### src/rtl/ascii_seq_gen.sv
// ASCII test-pattern sequencer: streams LEN characters from START_CHAR over valid/ready.
// Optional CR/LF message tail is compiled in with `define ASCII_SEQ_CRLF_EN.
module ascii_seq_gen #(
  parameter logic [7:0] START_CHAR = 8'h41,
  parameter int          LEN        = 16,
  parameter int          IDX_W      = 8
) (
  input  logic             clk,
  input  logic             rst,
  input  logic             start,
  input  logic             loop,
  input  logic             abort,
  input  logic             tx_ready,
  output logic             tx_valid,
  output logic [7:0]       tx_data,
  output logic             busy,
  output logic             done,
  output logic [IDX_W-1:0] char_idx
);

`ifdef ASCII_SEQ_CRLF_EN
  typedef enum logic [1:0] {IDLE, SEND, CR, LF} state_t;
`else
  typedef enum logic [1:0] {IDLE, SEND} state_t;
`endif

  localparam logic [IDX_W-1:0] LAST = IDX_W'(LEN - 1);

  state_t           state_q, state_d;
  logic [IDX_W-1:0] idx_q, idx_d;
  logic [7:0]       data_q, data_d;
  logic             valid_q, valid_d;
  logic             busy_q, busy_d;
  logic             done_q, done_d;
  logic             xfer;

  // Handshake is judged against the registered valid, so no input reaches an output combinationally.
  assign xfer = valid_q & tx_ready;

  always_comb begin
    state_d = state_q;
    idx_d   = idx_q;
    done_d  = 1'b0;
    case (state_q)
      IDLE: begin
        idx_d = '0;
        if (start) state_d = SEND;
      end
      SEND: begin
        if (xfer) begin
          if (idx_q == LAST) begin
`ifdef ASCII_SEQ_CRLF_EN
            state_d = CR;
`else
            if (loop) begin
              idx_d = '0;
            end else begin
              state_d = IDLE;
              idx_d   = '0;
              done_d  = 1'b1;
            end
`endif
          end else begin
            idx_d = idx_q + 1'b1;
          end
        end
      end
`ifdef ASCII_SEQ_CRLF_EN
      CR: begin
        if (xfer) state_d = LF;
      end
      LF: begin
        if (xfer) begin
          idx_d = '0;
          if (loop) begin
            state_d = SEND;
          end else begin
            state_d = IDLE;
            done_d  = 1'b1;
          end
        end
      end
`endif
      default: begin
        state_d = IDLE;
        idx_d   = '0;
      end
    endcase

    // Abort wins over loop, start and completion; a coincident transfer still counts as sent.
    if (abort) begin
      state_d = IDLE;
      idx_d   = '0;
      done_d  = 1'b0;
    end

    valid_d = (state_d != IDLE);
    busy_d  = (state_d != IDLE);
    case (state_d)
      SEND:    data_d = START_CHAR + 8'(idx_d);
`ifdef ASCII_SEQ_CRLF_EN
      CR:      data_d = 8'h0D;
      LF:      data_d = 8'h0A;
`endif
      default: data_d = 8'h00;
    endcase
  end

  always_ff @(posedge clk or posedge rst) begin
    if (rst) begin
      state_q <= IDLE;
      idx_q   <= '0;
      data_q  <= 8'h00;
      valid_q <= 1'b0;
      busy_q  <= 1'b0;
      done_q  <= 1'b0;
    end else begin
      state_q <= state_d;
      idx_q   <= idx_d;
      data_q  <= data_d;
      valid_q <= valid_d;
      busy_q  <= busy_d;
      done_q  <= done_d;
    end
  end

  assign tx_valid = valid_q;
  assign tx_data  = data_q;
  assign busy     = busy_q;
  assign done     = done_q;
  assign char_idx = idx_q;

endmodule

### config.mk
export PLATFORM = sky130hd
export DESIGN_NAME = ascii_seq_gen
export DESIGN_NICKNAME = d
export VERILOG_FILES = /design/src/rtl/ascii_seq_gen.sv
export SDC_FILE = /design/constraint.sdc
export NUM_CORES = 1
export LEC_CHECK = 0
export CAP_MARGIN = 40
export CORE_ASPECT_RATIO = 0.8
export CORE_MARGIN = 2
export CORE_UTILIZATION = 40
export CTS_BUF_LIST = sky130_fd_sc_hd__clkbuf_4 sky130_fd_sc_hd__clkbuf_8
export CTS_CLUSTER_DIAMETER = 80
export CTS_CLUSTER_SIZE = 40
export DETAILED_ROUTE_END_ITERATION = 8
export MAX_ROUTING_LAYER = met4
export PLACE_DENSITY = 0.7
export SLEW_MARGIN = 40
export SYNTH_ARGS = -nofsm -noshare
export SYNTH_HDL_FRONTEND = slang
export SYNTH_SLANG_ARGS = --single-unit
### constraint.sdc
create_clock -name clk -period 2 [get_ports clk]
set_input_delay 0.6 -clock clk [delete_from_list [all_inputs] [get_ports clk]]
set_output_delay 0.6 -clock clk [all_outputs]
set_load 0.05 [all_outputs]
Yosys cells after proc, flatten, opt, wreduce, memory -nomap -nowiden. Cells that the tools add are included.

$add $sub $neg: 2. Equal/unequal tests: 3. Multiplexer cells: 16. Bitwise logic cells: 1. Reductions and logical operators: 2.

Operators by type and width (number): $mux W8 (5); $mux W2 (5); $add A7 B8 Y8 const A (1); $add A8 B1 Y8 const B (1); $eq A8 B4 Y1 const B (1); $mux W1 (5); $eq A2 B1 Y1 const B (2); $pmux W2 S2 (1); $logic_not A2 Y1 (1); $reduce_bool A2 Y1 (1); $and A1 B1 Y1 (1).

Bits in registers: 20. Input bits: 6. Output and inout bits: 19. Word-level logic and storage cells: 29.

Depth between registers and ports, before layout.
Depth after elaboration: 7. Depth in mapped cells: 10. Gate-level depth less buffers: 9.

Worst setup path after synthesis. No wires, ideal clock.

Path type: flip-flop to flip-flop. Start: register idx_q[0], in the netlist char_idx[0]. End: register data_q[6], in the netlist tx_data[6]. Setup time: 0.137 ns. Arrival time: 2.253 ns. Required time: 1.863 ns. Slack: -0.390 ns. Stages on the path, launching flop included: 11. Path buffers: 1. Period minus slack after synthesis: 2.390 ns. Path through: dfrtp_1 ha_1 nand3_1 or2_0 buf_2 o21ai_0 nor2_1 ha_1 o2111ai_1 or2_1 a21oi_2.

Cells in the longest elaborated chain, start to end: 7. Elaborated cells between the ends (all ways): 13. Classes of those cells: add/sub (2); eq/ne (2); mux (9).

Ends and longest elaborated chain: start: declaration (RTL line 30) `logic [IDX_W-1:0] idx_q, idx_d;`; start signal: assignment (RTL line 119) `idx_q <= idx_d;`; $add A8 B1 Y8 / $eq A8 B4 Y1 (equally long branches) (RTL line 64, 51); $mux W8 (RTL line 51) `if (idx_q == LAST) begin`; $mux W8 * (RTL line 50) `if (xfer) begin`; $mux W8 * (RTL line 44) `case (state_q)`; $mux W8 * (RTL line 91) `if (abort) begin`; via idx_d[0] (RTL line 30); $add A7 B8 Y8 * (RTL line 100) `SEND: data_d = START_CHAR + 8'(idx_d);`; $mux W8 * (RTL line 99) `case (state_d)`; via data_d[6] (RTL line 31) `logic [7:0] data_q, data_d;`; end signal: assignment (RTL line 120) `data_q <= data_d;`; end: declaration (RTL line 31).

Mark *: on every way through the listed nets, which the timed path passes. The rest lies on a longest branch.

Final worst setup path.
Start: input abort. End: register data_q[6], in the netlist tx_data[6].

Cells in the longest elaborated chain, start to end: 3. Elaborated cells between the ends (all ways): 5. Classes of those cells: add/sub (1); eq/ne (1); mux (3).

Ends and longest elaborated chain: start: declaration (RTL line 12) `input logic abort,`; $mux W8 (RTL line 91); via idx_d[0] (RTL line 30); $add A7 B8 Y8 (RTL line 100); $mux W8 (RTL line 99); via data_d[6] (RTL line 31).

The timed path passes the listed nets, and every way through them passes these cells.

==> flow_metrics.tcl <==
set metrics [dict create \
    clk_pin_slew_worst_paths_ps 110 \
    cp_top_family "simple AND/OR/NAND/NOR gates" \
    dp_cells 170 \
    timing.rr.end "tx_data[6]" \
    maxCapViolCount 0 \
    setup_viol 0 \
    maxSlewViolCount 0 \
    yosysMostFrequentCell "dfrtp_1" \
    nNetsFinal 163 \
    rsz0062_at_grt "true" \
    antenna_found_initial 0 \
    final_core_util 0.710 \
    clockBufferDepth 2 \
    worstHoldPathType "primary input to asynchronous set/reset pin" \
    synth.avg_cell_area_um2 9.96 \
    drc 1 \
    yosys.area.top_type "dfrtp_1" \
    crit_buf_inv 1 \
    synth_edf_count 0 \
    r2r_slack_ps 10 \
    core-area_mm2 0.00221 \
    path_cells "clkdlybuf4s50_1 -> nor2_2 -> and2_4 -> o21ai_2 -> nor2_2 -> ha_2 -> o2111ai_4 -> or2_1 -> a21oi_2" \
    drive_gt1_frac 0.558 \
    crit_start "abort" \
    gr-total-overflow 0 \
    violations "DRC" \
    first_pass_iters 6 \
    crit_end "tx_data[6]" \
    max_stage_delay_ps 410 \
    cpMostUsedCell "nor2_2" \
    synthArstFlopShare 1.00 \
    clock-root-buffer "clkbuf_4" \
    fin_crit_ps 2000 \
    vias 896 \
    cp.depth 9 \
    fmax_mhz 500 \
    hpwl_um 1780 \
    num_io_pins 25 \
    r2r_cells 9 \
    clkSinkCount 20 \
    dieArea_mm2 0.00283 \
    drt-vias-per-instance 5.01 \
    synthToLayoutAreaGrowth_pct 62.8 \
    synth_area_leaders "dfrtp_1, xor2_1, nor2_1" \
    arrival_ps 2230 \
    num-fill-cells 162 \
    drt_iter0_markers 31 \
    cp-start-kind "primary input" \
    synth_common_cells "dfrtp_1, nor2_1, nand2_1" \
    multi_input_comb_area_um2 547 \
    tritoncts.num_buffers 3 \
    antenna_left 0 \
    crit_fanout 3 \
    die_y_um 48.0 \
    diodes 0 \
    cts_tree "built" \
    gp_congestion 0.908 \
    initial_core_util 0.436 \
    routed_wl_um 2450 \
    cp_slowest_cell "clkdlybuf4s50_1" \
    synthDominantCellAreaShare 0.518 \
    synthCells 97 \
    syn-num-nets 105 \
    port_buffers 24 \
    ys_seq_elements 20 \
    p_leak_uw 0.000738 \
    worstReg2RegStart "char_idx[0]" \
    clk_latency_ps 300 \
    fin_setup_tns_ps 0 \
    fin_skew_ps 9.86 \
    grt_first_pass_wirelength_um 3710 \
    die_x_um 58.9 \
    synth_area_um2 966 \
    ys_warn_count 0 \
    ys.flop_type "dfrtp_1" \
    seq_area_um2 509 \
    worstSetupPathType "primary input to flop" \
    synth-seq-area-share 0.518 \
    h-tree-depth 1 \
    rows 15 \
    finalHoldViolCount 0 \
    end_kind "flop" \
    track_usage 0.189 \
    status "finished, violations left" \
    stdcell_count 179 \
    wl_per_cell_um 13.7 \
    p_per_area_mw_per_mm2 432 \
    yosysUniqueCellTypes 36 \
    cp_data_required_time_ps 2230 \
    fin_crit_sh 0.999 \
    grt_pass1_vias 849 \
    ir_worst_vdd_mv 0.414 \
    grt_max_degree 21 \
    ctsHoldBuffers 0 \
]
## report_power, final
group / switching [uW] / leakage [uW] / internal [uW] / total (uW)
Clock: 118 / 0.0000184 / 91.3 / 209
Sequential: 3.94 / 0.000263 / 409 / 413
Combinational: 34.2 / 0.000456 / 22.5 / 56.7
Total: 156 / 0.000738 / 523 / 679
## area by class of cell
| class | instances | area share |
|---|---|---|
| tap | 25 | 0.0199 |
| timing repair buffer | 55 | 0.275 |
| sequential | 20 | 0.324 |
| inverter | 6 | 0.0143 |
| multi-input combinational | 69 | 0.348 |
| clock buffer | 4 | 0.0191 |
## state kept, by name, indices dropped and copies added (netlist names)
name,count
tx_data,8
char_idx,8
done,1
state_q,2
busy,1
## cell usage in the layout (no fill, tap or decap), types with 2 or more instances in the layout
| master | instances |
|---|---|
| and2_1 | 2 |
| a21oi_2 | 3 |
| o21ai_2 | 2 |
| nor2_2 | 2 |
| xor2_1 | 6 |
| nand2_2 | 2 |
| dfrtp_2 | 7 |
| buf_6 | 2 |
| nand2_1 | 8 |
| o21ai_0 | 3 |
| inv_1 | 6 |
| dfrtp_1 | 13 |
| nand4_1 | 2 |
| clkdlybuf4s50_1 | 4 |
| nor3_1 | 2 |
| buf_4 | 48 |
| nor2_1 | 8 |
| clkbuf_4 | 4 |
## worst reg2reg max path, delay by kind of cell (launching register included)
kind                   cells  cell delay, ps
buffers and inverters      3             420
AOI/OAI and AO/OA          3             380
DFF                        1             410
and+or+nand+nor            3             700
## worst min-delay path by stage
stage / from / endpoint / slack, ps / depth (start not counted)
global route: rst / tx_data[2] / 610 / 3
CTS: rst / tx_data[2] / 600 / 3
floorplan: rst / char_idx[3] / 560 / 1
finish: rst / tx_data[1] / 600 / 3
global placement: state_q[0] / state_q[0] / 580 / 2
detailed placement: state_q[1] / state_q[0] / 590 / 3
## per-stage QoR
stage | setup WS [ps] | total power [uW] | instance area (um2) | hold WS (ps)
2_1_floorplan | -66.3 | 449 | 996 | 563
3_3_place_gp | -520 | 475 | 1400 | 583
3_5_place_dp | -543 | 476 | 1400 | 594
4_1_cts | 0.987 | 688 | 1460 | 600
5_1_grt | -52.0 | 711 | 1570 | 614
6_report | 1.79 | 679 | 1570 | 599
## metal layers
metal  GRT usage  part of all wire  up-vias
li1            -                 -      446
met1       0.226              0.44      417
met2       0.324              0.50       33
met3      0.0514             0.060        0
met4      0.0409                 0        0
met5           -                 0        -
## logic make-up (layout without fill, tap and decap cells)
group	after synthesis	in the layout	synth area share
mux	2	2	0.0220
compound gates	17	17	0.114
flops	20	20	0.518
xor+xnor	8	8	0.0725
other cells	1	1	0.00388
fa+ha+maj	2	2	0.0259
buf+inv	8	65	0.0363
simple gates	39	39	0.207
## repair_timing
| item | 4_1_cts | 5_1_grt |
|---|---|---|
| gates resized for setup | 7 | 19 |
| endpoints found under the setup margin | 11 | 4 |
| pin swaps | 5 | 11 |
| setup buffers | 1 | 4 |
(Power assumes the default switching activity.)
